$ cat config.mk
export PLATFORM = sky130hd
export DESIGN_NAME = fetch_unit_flat
export DESIGN_NICKNAME = d
export VERILOG_FILES = /design/src/rtl/mips_pkg.sv /design/src/rtl/fetch_unit_if.sv /design/src/rtl/fetch_unit_next_pc.sv /design/src/rtl/fetch_unit.sv /design/src/flat_wrapper.sv
export SDC_FILE = /design/constraint.sdc
export NUM_CORES = 1
export LEC_CHECK = 0
export CORE_MARGIN = 2
export CORE_UTILIZATION = 49
export CTS_BUF_LIST = sky130_fd_sc_hd__clkbuf_16
export DETAILED_ROUTE_END_ITERATION = 10
export GPL_TIMING_DRIVEN = 0
export PLACE_DENSITY = 0.92
export SLEW_MARGIN = 20
export SYNTH_ARGS = -nofsm -noshare
export SYNTH_HDL_FRONTEND = slang
export SYNTH_SLANG_ARGS = --single-unit
$ cat constraint.sdc
create_clock -name clk -period 4.83 [get_ports clk]
set_clock_uncertainty 0.15 [all_clocks]
set_input_delay 0.966 -clock clk [delete_from_list [all_inputs] [get_ports clk]]
set_output_delay 0.966 -clock clk [all_outputs]
set_load 0.005 [all_outputs]
$ cat src/rtl/mips_pkg.sv
`default_nettype none
// ============================================================================
// Module      : mips_pkg
// Description : Shared MIPS opcodes, fetch-state encoding and PC helpers.
// Revision    : 1.0 - initial release
// ============================================================================
package mips_pkg;

  localparam logic [5:0] R    = 6'h00;
  localparam logic [5:0] ADDI = 6'h08;
  localparam logic [5:0] LW   = 6'h23;
  localparam logic [5:0] SW   = 6'h2B;
  localparam logic [5:0] ANDI = 6'h0C;
  localparam logic [5:0] BEQ  = 6'h04;
  localparam logic [5:0] JAL  = 6'h03;

  typedef enum logic [1:0] {
    IDLE  = 2'd0,
    FETCH = 2'd1,
    EXEC  = 2'd2
  } fetch_state_e;

  localparam logic [31:0] DEFAULT_RESET_PC = 32'h0000_0000;

  // Word-aligned, sign-extended branch displacement.
  function automatic logic [31:0] branch_offset(input logic [15:0] imm);
    return {{14{imm[15]}}, imm, 2'b00};
  endfunction

  // Pseudo-direct jump target inside the current 256 MB region.
  function automatic logic [31:0] jump_target(input logic [31:0] pc_plus4,
                                              input logic [25:0] target);
    return {pc_plus4[31:28], target, 2'b00};
  endfunction

endpackage
`default_nettype wire

$ cat src/rtl/fetch_unit_if.sv
`default_nettype none
// ============================================================================
// Module      : fetch_unit_if
// Description : Instruction-memory request/response bus.
// Revision    : 1.0 - initial release
// ============================================================================
interface fetch_unit_if;

  logic        imem_req;
  logic [31:0] imem_addr;
  logic [31:0] imem_rdata;
  logic        imem_ready;

  modport master (
    output imem_req,
    output imem_addr,
    input  imem_rdata,
    input  imem_ready
  );

  modport slave (
    input  imem_req,
    input  imem_addr,
    output imem_rdata,
    output imem_ready
  );

endinterface
`default_nettype wire

$ cat src/rtl/fetch_unit_next_pc.sv
`default_nettype none
// ============================================================================
// Module      : next_pc_logic
// Description : Combinational next-PC select: jump, taken branch or PC+4.
// Revision    : 1.0 - initial release
// ============================================================================
module next_pc_logic
  import mips_pkg::*;
(
  input  logic [31:0] pc_plus4,
  input  logic [31:0] instr,
  input  logic        branch,
  input  logic        jump,
  input  logic        zero,
  output logic [31:0] next_pc
);

  // The opcode field is decoded upstream; only the immediate fields matter here.
  logic w_unused_opcode;
  assign w_unused_opcode = ^instr[31:26];

  always_comb begin
    next_pc = pc_plus4;
    if (jump) begin
      next_pc = jump_target(pc_plus4, instr[25:0]);
    end else if (branch && zero) begin
      next_pc = pc_plus4 + branch_offset(instr[15:0]);
    end
  end

endmodule
`default_nettype wire

$ cat src/rtl/fetch_unit.sv
`default_nettype none
// ============================================================================
// Module      : fetch_unit
// Description : Multi-cycle instruction fetch: PC, instruction register,
//               IDLE/FETCH/EXEC sequencer and retired-instruction counter.
// Revision    : 1.0 - initial release
// ============================================================================
module fetch_unit
  import mips_pkg::*;
#(
  parameter logic [31:0] RESET_PC = DEFAULT_RESET_PC
) (
  input  logic               clk,
  input  logic               rst,
  fetch_unit_if.master       imem,
  output logic [31:0]        instr,
  output logic               instr_valid,
  output logic [31:0]        pc_plus4,
  input  logic               branch,
  input  logic               jump,
  input  logic               zero,
  input  logic               exec_done,
  output logic [31:0]        instr_count
);

  localparam logic [31:0] RESET_PC_ALIGNED = {RESET_PC[31:2], 2'b00};

  localparam logic [1:0] ST_IDLE  = IDLE;
  localparam logic [1:0] ST_FETCH = FETCH;
  localparam logic [1:0] ST_EXEC  = EXEC;

  logic [1:0]  r_state;
  logic [31:0] r_pc;
  logic [31:0] r_instr;
  logic [31:0] r_count;
  logic [31:0] w_pc_plus4;
  logic [31:0] w_next_pc;

  assign w_pc_plus4 = r_pc + 32'd4;

  next_pc_logic u_next_pc (
    .pc_plus4 (w_pc_plus4),
    .instr    (r_instr),
    .branch   (branch),
    .jump     (jump),
    .zero     (zero),
    .next_pc  (w_next_pc)
  );

  // Inputs outside their owning state fall through the case untouched.
  always_ff @(posedge clk) begin
    if (rst) begin
      r_state <= ST_IDLE;
      r_pc    <= RESET_PC_ALIGNED;
      r_instr <= 32'h0000_0000;
      r_count <= 32'h0000_0000;
    end else begin
      case (r_state)
        ST_IDLE: begin
          r_state <= ST_FETCH;
        end
        ST_FETCH: begin
          if (imem.imem_ready) begin
            r_instr <= imem.imem_rdata;
            r_state <= ST_EXEC;
          end
        end
        ST_EXEC: begin
          if (exec_done) begin
            r_pc    <= w_next_pc;
            r_count <= r_count + 32'd1;
            r_state <= ST_FETCH;
          end
        end
        default: begin
          r_state <= ST_IDLE;
        end
      endcase
    end
  end

  // Handshake outputs are suppressed while rst is high so an abort is clean.
  assign imem.imem_req  = (r_state == ST_FETCH) && !rst;
  assign imem.imem_addr = r_pc;
  assign instr_valid    = (r_state == ST_EXEC) && !rst;
  assign instr          = r_instr;
  assign pc_plus4       = w_pc_plus4;
  assign instr_count    = r_count;

endmodule
`default_nettype wire

$ cat src/flat_wrapper.sv
// flat-port wrapper written by rule: the top's interface ports become plain ports
module fetch_unit_flat import mips_pkg::*;
#(
  parameter logic [31:0] RESET_PC = DEFAULT_RESET_PC
)
  (clk, rst, instr, instr_valid, pc_plus4, branch, jump, zero, exec_done, instr_count, imem_imem_req, imem_imem_addr, imem_imem_rdata, imem_imem_ready);
  fetch_unit_if imem_i ();
  input  logic clk;
  input  logic rst;
  output logic [31:0] instr;
  output logic instr_valid;
  output logic [31:0] pc_plus4;
  input  logic branch;
  input  logic jump;
  input  logic zero;
  input  logic exec_done;
  output logic [31:0] instr_count;
  output wire logic [$bits(imem_i.imem_req)-1:0] imem_imem_req;
  output wire logic [$bits(imem_i.imem_addr)-1:0] imem_imem_addr;
  input wire logic [$bits(imem_i.imem_rdata)-1:0] imem_imem_rdata;
  input wire logic [$bits(imem_i.imem_ready)-1:0] imem_imem_ready;
  assign imem_imem_req = imem_i.imem_req;
  assign imem_imem_addr = imem_i.imem_addr;
  assign imem_i.imem_rdata = imem_imem_rdata;
  assign imem_i.imem_ready = imem_imem_ready;
  fetch_unit #(.RESET_PC(RESET_PC)) u_core (.clk(clk), .rst(rst), .imem(imem_i), .instr(instr), .instr_valid(instr_valid), .pc_plus4(pc_plus4), .branch(branch), .jump(jump), .zero(zero), .exec_done(exec_done), .instr_count(instr_count));
endmodule
; ---- Word level (Yosys, flattened, before mapping)
; Cells that the tools add are included.
; W data, S select, Z words.
[totals]
output_inout_bits = 130
in_bits = 39
ff_bits = 98
word_cells = 24
[op_classes]
mux = 5
n_reduce_logical = 8
eq_ne = 4
addsub = 3
[op_table]
columns = cell, count
row1 = $mux W32, 2
row2 = $add A32 B1 Y32 const B, 1
row3 = $add A32 B3 Y32 const B, 1
row4 = $add A32 B32 Y32, 1
row5 = $pmux W2 S3, 1
row6 = $reduce_and A2 Y1, 3
row7 = $mux W2, 2
row8 = $ne A2 B2 Y1 const B, 2
row9 = $logic_and A1 B1 Y1, 3
row10 = $eq A2 B1 Y1 const B, 1
row11 = $eq A2 B2 Y1 const B, 1
row12 = $logic_not A2 Y1, 1
row13 = $logic_not A1 Y1, 1

; ---- Depth between registers and ports, before layout
; Gate-level depths: netlist (run 1).
[depth]
depth_word = 4
mapped_depth = 18
ltp_nobuf = 16

; ---- By module
; From an unflattened synthesis (run 1), not the netlist that was laid out.
[unflattened]
cells_unflattened = 876
hier_area_um2 = 6453.7
[modules_own_cells]
columns = mod, n_inst, cells_per_inst, area_each_um2, seq_area_each_um2
row1 = fetch_unit, 1, 553, 4332.9, 1961.9
row2 = next_pc_logic, 1, 323, 2120.8, 0.0

; ---- Worst setup path after synthesis (run 1)
; OpenSTA, ideal clock, no wires.
[synth_path]
path_type = reg2reg
start = register u_core.r_pc[2] (netlist: u_core.imem.imem_addr[2])
end = register u_core.r_pc[31] (netlist: u_core.imem.imem_addr[31])
t_required_ns = 4.559
setup_ns = 0.121
path_slack_ns = 1.008
n_path_buf = 1
stages_incl_launch_ff = 18
t_arrival_ns = 3.550
period_less_slack_ns = 3.822
path_cell_list = dfxtp_1 > ha_1 > nand4_1 > nor4_1 > nand4_1 > xnor2_1 > ha_1 > clkbuf_1 > nand2_1 > nand2_1 > a21o_1 > a21oi_1 > o21ai_0 > a31oi_1 > o31a_1 > o21ai_0 > nand3_1 > mux2_4
[synth_between]
elab_chain_len = 4
[synth_rtl]
columns = element, line
row1 = start: declaration, fetch_unit.sv:33  ; logic [31:0] r_pc;
row2 = start signal: assignment, fetch_unit.sv:70  ; r_pc <= w_next_pc;
row3 = $add A32 B3 Y32, fetch_unit.sv:39  ; assign w_pc_plus4 = r_pc + 32'd4;
row4 = via pc_plus4[24], flat_wrapper.sv:12  ; output logic [31:0] pc_plus4;
row5 = $add A32 B32 Y32, fetch_unit_next_pc.sv:27  ; next_pc = pc_plus4 + branch_offset(instr[15:0]);
row6 = $mux W32, fetch_unit_next_pc.sv:26  ; end else if (branch && zero) begin
row7 = $mux W32, fetch_unit_next_pc.sv:24  ; if (jump) begin
; The timed path passes the listed nets, and every way through them passes these cells.
; A chain may end at the register's enable or synchronous reset.

; ---- Worst setup path after layout (run 1)
[layout_path]
start = register u_core.r_pc[8] (netlist: u_core.imem.imem_addr[8])
end = register u_core.r_pc[20] (netlist: u_core.imem.imem_addr[20])
[layout_between]
elab_chain_len = 4
[layout_rtl]
columns = element, line
row1 = $add A32 B3 Y32 (*), fetch_unit.sv:39
row2 = $add A32 B32 Y32, fetch_unit_next_pc.sv:27
row3 = $mux W32 (*), fetch_unit_next_pc.sv:26
row4 = $mux W32 (*), fetch_unit_next_pc.sv:24
; Mark *: on every way between the ends. The rest lies on a longest branch, timed or not.

==> implementation parameters, run 1 <==
Parameter                              Value

Status
  Result of the run ... finished clean

Routing
  Vias/cell ... 5.80
  Total Wirelength ... 21.0 mm
  Drt pass-1 iters ... 6
  Drt wl/cell ... 17.7 microns
  Vias after detailed routing ... 6,891
  Number of violations reported at the end of detailed-routing iteration 0 ... 585
  Number of nets with antenna violations after routing ... 0
  DR DRC count ... 0

Synthesis
  Ys Warns ... 0
  Most repeated cell in the gate-level netlist after synthesis ... sky130_fd_sc_hd__nand2_1
  Post-synthesis sequential area ratio ... 30.8%
  Proportion of synthesized flip-flops having asynchronous set or reset ... 0%
  Top cell types by occurrence after synthesis ... sky130_fd_sc_hd__nand2_1 (146), sky130_fd_sc_hd__a21oi_1 (101), sky130_fd_sc_hd__dfxtp_1 (96)
  Mapped Avg Cell Area ... 7.47 sq um
  Number of flops mapped to enable cells by yosys ... 0
  Cell types occupying the most area after synthesis ... sky130_fd_sc_hd__dfxtp_1 (31%), sky130_fd_sc_hd__nand2_1 (8.8%), sky130_fd_sc_hd__a21oi_1 (8.1%)
  Netlist Area Pre-Place ... 6230 sq um
  Fraction of synthesized cell area taken by the top area cell type ... 30.8%
  Top FF cell, synth ... sky130_fd_sc_hd__dfxtp_1
  Count of distinct cell types in the synthesized netlist ... 59
  Library cell with the largest summed area after synthesis ... sky130_fd_sc_hd__dfxtp_1
  Synthesized instance count ... 835
  Number of register bits inferred by synthesis ... 96

STA
  Slew @ Worst Pin ... 1.14 ns
  Setup_tns ... 0 ns
  Final Setup Violations ... 0
  Slew Limit Fails ... 0
  Unrepaired setup endpoints after global routing ... no
  Relative slew slack ... 24.2%
  Final Hold Fails ... 0
  Share of the clock period used by the worst path ... 93.9%
  Highest attainable clock frequency ... 220 MHz
  Minimum clock period after layout ... 4.54 ns

CTS
  Clock latency on the worst-skew pair ... 0.36 ns
  Master cell of the clock root buffer ... sky130_fd_sc_hd__clkbuf_16
  Clock transition time at the flip-flop clock pins of the worst setup and hold paths ... 0.07 ns
  Clock tree from TritonCTS ... yes
  CTS Sinks ... 96
  Num CTS Buffers ... 9
  Bufs on Longest Clock Path ... 2
  H-Tree Depth ... 3

Floorplanning
  Chip height ... 117 microns
  Area of the core ... 12,500 sq um
  # rows ... 41
  Number of primary I/O pins ... 169
  Die width ... 117 microns
  Starting utilization of the core area ... 49.8%
  Die Outline Area ... 13,600 sq um

Power
  Power density over the cells ... 217 nW/um^2
  Leakage power of the design ... 3.18 nW
  Largest vdd supply drop ... 0.173 mV
  Power Total ... 1.83 mW

Place
  Placed instance area ... 8080 sq um
  Detail Placement HPWL ... 15.4 mm
  Post-Place Cells ... 1,172
  GP Congestion ... 0.991
  Number of port buffers ... 162

Global routing
  Global routing usage summed across all routing layers ... 30.8%
  Maximum number of pins on one net before global-route repair ... 29
  Grt total ovfl ... 0
  Initial antenna violation count ... 0
  First-pass GRT wire length ... 32.8 mm
  Vias in the first global route ... 6,409

Worst setup path
  Critical Path AT ... 4.62 ns
  CP Buf/Inv Count ... 1
  Required time of the critical path ... 4.91 ns
  Largest stage delay on the critical path ... 0.46 ns
  CP top delay family ... compound AO/OA/AOI/OAI gates
  Critical Path, Cell by Cell ... nand4_2, or3b_1, buf_2, nor2_1, xor2_1, ha_1, a21oi_1, o21ai_0, a21oi_1, nor2b_1, a311oi_1, o21ai_0, a21oi_1, xor2_1, o21ai_0, o2bb2ai_1
  Largest driver fanout on the critical path ... 6
  Category of the critical setup timing path ... reg -> reg
  Crit start category ... flip-flop
  Critical path endpoint category ... flip-flop
  Master of the slowest instance on the critical path ... sky130_fd_sc_hd__dfxtp_1

Min path
  Type of the tightest min-delay check ... reg -> reg

Final layout
  Final std cell area, no fill ... 8410 sq um
  Ant. Diodes ... 0
  Non-Filler Instances ... 1,189
  Number of nets in the finished design ... 1,089
  Fraction of layout instances using a drive strength above 1 ... 3.15%
  Layout overhead on the synthesized area ... 34.9%

Flow run
  Number of violations of the max-capacitance limit ... 0
==> tightest hold or removal path, cell delays in order, from the launching register on <==
cell	delay [ns]
sky130_fd_sc_hd__dfxtp_1	0.31
sky130_fd_sc_hd__nand2_1	0.05
sky130_fd_sc_hd__a21oi_1	0.05
==> cell families after synthesis <==
group / share of synthesized area [%]
and+or+nand+nor: 26.0
other: 0.0602
AOI/OAI and AO/OA: 20.2
muxes: 0.582
adders and majority gates: 7.75
buffers and inverters: 4.07
DFF: 30.8
xor gates and xnor gates: 10.5
==> power breakdown <==
group | internal (mW) | total, mW | switching (mW)
Clock | 0.408 | 0.749 | 0.341
Sequential | 0.809 | 0.833 | 0.0247
Combinational | 0.109 | 0.243 | 0.134
==> timing repair <==
item	in CTS	in global routing
gates resized for setup	1	1
pin swaps	0	1
gates cloned	0	0
hold buffers	0	0
endpoints found under the setup margin	1	4
setup buffers	0	1
==> path summary, 6_finish.rpt <==
check                                         startpoint                   endpoint  slack [ns]  cells past startpoint
worst max-delay path            u_core.imem.imem_addr[8]  u_core.imem.imem_addr[20]        0.29                     16
worst min-delay path                    u_core.instr[28]           u_core.instr[28]        0.31                      2
worst max register to register  u_core.imem.imem_addr[8]  u_core.imem.imem_addr[20]        0.29                     16
worst min register to register          u_core.instr[28]           u_core.instr[28]        0.31                      2
==> layout by cell type, fill, tap and decap left out, types with 4 or more instances in the layout <==
| cell type | count |
|---|---|
| sky130_fd_sc_hd__clkdlybuf4s50_1 | 162 |
| sky130_fd_sc_hd__nand2_1 | 146 |
| sky130_fd_sc_hd__a21oi_1 | 101 |
| sky130_fd_sc_hd__dfxtp_1 | 96 |
| sky130_fd_sc_hd__nor2_1 | 90 |
| sky130_fd_sc_hd__xor2_1 | 45 |
| sky130_fd_sc_hd__clkbuf_1 | 37 |
| sky130_fd_sc_hd__ha_1 | 37 |
| sky130_fd_sc_hd__o21ai_0 | 33 |
| sky130_fd_sc_hd__xnor2_1 | 30 |
| sky130_fd_sc_hd__nand3_1 | 23 |
| sky130_fd_sc_hd__o211ai_1 | 17 |
| sky130_fd_sc_hd__nand4_1 | 16 |
| sky130_fd_sc_hd__nor3_1 | 16 |
| sky130_fd_sc_hd__inv_1 | 15 |
| sky130_fd_sc_hd__and3_1 | 11 |
| sky130_fd_sc_hd__a211oi_1 | 11 |
| sky130_fd_sc_hd__or3_1 | 10 |
| sky130_fd_sc_hd__a21o_1 | 10 |
| sky130_fd_sc_hd__clkbuf_16 | 9 |
| sky130_fd_sc_hd__nor2b_1 | 7 |
| sky130_fd_sc_hd__a31oi_1 | 7 |
| sky130_fd_sc_hd__buf_4 | 6 |
| sky130_fd_sc_hd__nand2b_1 | 6 |
| sky130_fd_sc_hd__and4_1 | 5 |
| sky130_fd_sc_hd__and2_1 | 4 |
| sky130_fd_sc_hd__o211a_1 | 4 |
| sky130_fd_sc_hd__buf_1 | 4 |
| sky130_fd_sc_hd__a311oi_1 | 4 |
| sky130_fd_sc_hd__conb_1 | 4 |
==> per-layer routing <==
layer | vias to the layer above | wire [microns] | GRT usage (%)
li1 | 3289 | - | -
met1 | 3158 | 8530 | 39.6
met2 | 381 | 9660 | 49.3
met3 | 63 | 2230 | 7.57
met4 | 0 | 583 | 13.3
met5 | - | 0 | 0
==> stage by stage <==
step / hold WS (ns) / setup WS, ns / util, %
floorplan: 0.303 / 1.01 / -
global placement: 0.291 / 0.0884 / 64.6
detailed placement: 0.299 / -0.0104 / 64.6
CTS: 0.306 / 0.131 / 67.1
global route: 0.331 / 0.0472 / 67.2
finish: 0.305 / 0.293 / 67.2
==> flip-flops by register name, indices dropped and copies added, names as in the netlist <==
register / flops
u_core.imem.imem_addr: 30
u_core.r_state: 2
u_core.instr_count: 32
u_core.instr: 32
==> area by class of cell <==
cell class | count | area [sq um]
Fill cell | 1021 | 4110
Multi-Input combinational cell | 680 | 4080
Sequential cell | 96 | 1920
Timing Repair Buffer | 163 | 1630
Clock buffer | 9 | 225
Tap cell | 172 | 215
Buffer | 48 | 201
Clock inverter | 7 | 80.1
Inverter | 14 | 52.6
Power figures use the tool's default switching activity.
==> run 2: changes to the inputs <==
--- a/config.mk
+++ b/config.mk
@@ -6,11 +6,11 @@
 export NUM_CORES = 1
 export LEC_CHECK = 0
 export CORE_MARGIN = 2
-export CORE_UTILIZATION = 49
+export CORE_UTILIZATION = 53
 export CTS_BUF_LIST = sky130_fd_sc_hd__clkbuf_16
 export DETAILED_ROUTE_END_ITERATION = 10
 export GPL_TIMING_DRIVEN = 0
-export PLACE_DENSITY = 0.92
+export PLACE_DENSITY = 0.95
 export SLEW_MARGIN = 20
 export SYNTH_ARGS = -nofsm -noshare
 export SYNTH_HDL_FRONTEND = slang
==> constraint.sdc (replaced) <==
create_clock -name clk -period 5.45 [get_ports clk]
set_clock_uncertainty 0.15 [all_clocks]
set_input_delay 1.09 -clock clk [delete_from_list [all_inputs] [get_ports clk]]
set_output_delay 1.09 -clock clk [all_outputs]
set_load 0.005 [all_outputs]
==> run 2 against run 1 <==
  * Worst setup slack improved by 0.20 ns
  * Clock-buffer cell count is the same
  * Critical path depth increased by 1
  * Register-to-register slack gained 0.20 ns
  * Via count is 2.2% higher
  * Critical endpoint is now u_core.imem.imem_addr[31]
==> implementation parameters, run 2 (same netlist as run 1, synthesis figures left out) <==
Parameter                              Value

Status
  Result of the run ... finished clean

Final layout
  Non-Filler Instances ... 1,159 (-2.5%)
  Fraction of layout instances using a drive strength above 1 ... 3.05% (-0.095 points)
  Filler cells ... 867 (-15%)
  Layout overhead on the synthesized area ... 33.8%
  Ant. Diodes ... 0 (unchanged)
  Most frequent standard cell in the layout excluding fill and tap cells ... sky130_fd_sc_hd__clkdlybuf4s50_1
  Most frequent cells in the layout ... sky130_fd_sc_hd__clkdlybuf4s50_1 (162), sky130_fd_sc_hd__nand2_1 (146), sky130_fd_sc_hd__a21oi_1 (101)
  Number of nets in the finished design ... 1,088 (-0.092%)

CTS
  Number of gates resized after cts ... 0 (-1)
  Clock latency on the worst-skew pair ... 0.37 ns (about the same)
  H-Tree Depth ... 3 (unchanged)
  Num CTS Buffers ... 9 (unchanged)
  Master cell of the clock root buffer ... sky130_fd_sc_hd__clkbuf_16
  Post-CTS Repair Setup Buffers ... 0 (unchanged)
  Bufs on Longest Clock Path ... 2 (unchanged)
  CTS Sinks ... 96 (unchanged)
  Clock tree from TritonCTS ... yes
  Hold buffers post-CTS ... 0 (unchanged)
  Clock transition time at the flip-flop clock pins of the worst setup and hold paths ... 0.08 ns (about the same)

Routing
  Drt wl/cell ... 18.5 microns (+4.5%)
  Drt pass-1 iters ... 5 (-1)
  Number of nets with antenna violations after routing ... 0 (unchanged)
  DR DRC count ... 0 (unchanged)
  Vias after detailed routing ... 7,041 (+2.2%)
  Total Wirelength ... 21.4 mm (+1.9%)
  Vias/cell ... 6.08 (+4.8%)
  Number of violations reported at the end of detailed-routing iteration 0 ... 677 (+16%)

Global routing
  First-pass GRT wire length ... 34.1 mm (+3.9%)
  Grt total ovfl ... 0 (unchanged)
  Global routing usage summed across all routing layers ... 33.5% (+2.7 points)
  Maximum number of pins on one net before global-route repair ... 29 (unchanged)
  Vias in the first global route ... 6,674 (+4.1%)
  Initial antenna violation count ... 0 (unchanged)

Floorplanning
  Die Outline Area ... 12,600 sq um (-7.3%)
  Chip height ... 112 microns (-3.7%)
  # rows ... 39 (-4.9%)
  Area of the core ... 11,500 sq um (-8.4%)
  Number of primary I/O pins ... 169 (unchanged)
  Starting utilization of the core area ... 54.4% (+4.6 points)
  Die width ... 112 microns (-3.7%)

STA
  Setup_tns ... 0 ns (unchanged)
  Slew Limit Fails ... 0 (unchanged)
  Highest attainable clock frequency ... 202 MHz (-8.5%)
  Slew @ Worst Pin ... 1.13 ns (-0.00767 ns)
  Share of the clock period used by the worst path ... 90.9% (-3.0 points)
  Relative slew slack ... 24.7% (+0.51 points)
  Final setup slack of the worst path ... 0.494 ns (+0.201 ns)
  Final Setup Violations ... 0 (unchanged)
  Minimum clock period after layout ... 4.96 ns (+0.419 ns)
  Final Hold Fails ... 0 (unchanged)
  Unrepaired setup endpoints after global routing ... no

Power
  Seq pwr share ... 46.0% (+0.4 points)
  Power share of the clock group ... 40.5% (-0.5 points)
  Power dissipated by switching net loads ... 0.467 mW (-6.6%)
  Power density over the cells ... 193 nW/um^2 (-11%)
  Combinational share of power ... 13.5% (+0.2 points)
  Switching part of the total power ... 29.1% (+1.7 points)
  Internal power component ... 1.14 mW (-14%)
  Power Total ... 1.61 mW (-12%)
  Largest vdd supply drop ... 0.217 mV (+25%)
  Leakage power of the design ... 3.16 nW (-0.62%)

Worst setup path
  Largest stage delay on the critical path ... 0.65 ns (+0.19 ns)
  Crit start category ... flip-flop
  Largest driver fanout on the critical path ... 8 (+2)
  Critical path endpoint category ... flip-flop
  Category of the critical setup timing path ... reg -> reg
  Master of the slowest instance on the critical path ... sky130_fd_sc_hd__nor4_1
  Critical Path, Cell by Cell ... ha_1, nand4_1, nor4_1, nand4_1, xnor2_1, ha_1, clkbuf_1, nand2_1, nand2_1, a21o_1, a21oi_1, o21ai_0, a31oi_1, o31a_1, o21ai_0, nand3_1, mux2_4
  Required time of the critical path ... 5.55 ns (+0.64 ns)
  Critical Path AT ... 5.06 ns (+0.44 ns)

Min path
  Type of the tightest min-delay check ... reg -> reg

Place
  Post-placement setup slack ... 0.602 ns (+0.612 ns)
  Post-Place Cells ... 1,143 (-2.5%)
  Number of port buffers ... 162 (unchanged)
  GP Congestion ... 1.02 (+2.5%)
  Detail Placement HPWL ... 15.7 mm (+2.0%)

Flow run
  Number of violations of the max-capacitance limit ... 0 (unchanged)
-- run 2: cell types whose count changed in the layout (fill, tap and decap cells not counted), sizes merged --
cell	change
bufinv	-1
clkinvlp	-2
inv	+3
buf	-1
-- run 2: power by group through the flow --
stage / registers (mW) / clock network (mW) / logic (mW)
final: 0.738 / 0.650 / 0.217
after global routing: 0.740 / 0.681 / 0.234
after CTS: 0.737 / 0.646 / 0.212
after detailed placement: 0.753 / 0 / 0.209
after global placement: 0.753 / 0 / 0.204
after floorplan: 0.750 / 0 / 0.106
-- run 2: path summary, 6_finish.rpt --
kind / start / end / slack (ns) / depth (start not counted)
setup reg to reg: u_core.imem.imem_addr[2] / u_core.imem.imem_addr[31] / 0.49 / 17
setup / recovery: u_core.imem.imem_addr[2] / u_core.imem.imem_addr[31] / 0.49 / 17
hold reg to reg: u_core.instr[30] / u_core.instr[30] / 0.31 / 2
hold / removal: u_core.instr[30] / u_core.instr[30] / 0.31 / 2
-- run 2: critical path, delay by kind of cell (launching register included) --
kind | cells | cell delay (ns)
buf+inv | 1 | 0.20
xor+xnor | 1 | 0.42
mux | 1 | 0.30
flops | 1 | 0.49
compound gates | 6 | 1.12
fa+ha+maj | 2 | 0.57
simple gates | 6 | 1.57
-- run 2: metal layers --
| layer | routed length (microns) | part of all wire [%] | track usage (%) |
|---|---|---|---|
| met5 | 0 | 0 | 0 |
| met4 | 855 | 4.0 | 16.9 |
| met3 | 2390 | 11 | 8.15 |
| met2 | 9720 | 45 | 53.7 |
| met1 | 8430 | 39 | 42.0 |
-- run 2: layout make-up --
cell class / instances / area (sq um) / share of cell area, %
repair buffers: 162 / 1620 / 19.4
plain buffers: 48 / 201 / 2.42
clock inverters: 7 / 67.6 / 0.810
clock buffers: 9 / 225 / 2.70
multi-input cells: 680 / 4070 / 48.8
flip-flops and latches: 96 / 1920 / 23.0
inverters: 14 / 52.6 / 0.630
well taps: 143 / 179 / 2.15
-- run 2: stage by stage --
stage	cell area, sq um	hold slack [ns]	utilization, %
finish	8340	0.311	72.7
global route	8340	0.337	72.7
CTS	8340	0.314	72.7
detailed placement	8050	0.306	70.2
global placement	8050	0.291	70.2
floorplan	6240	0.303	-
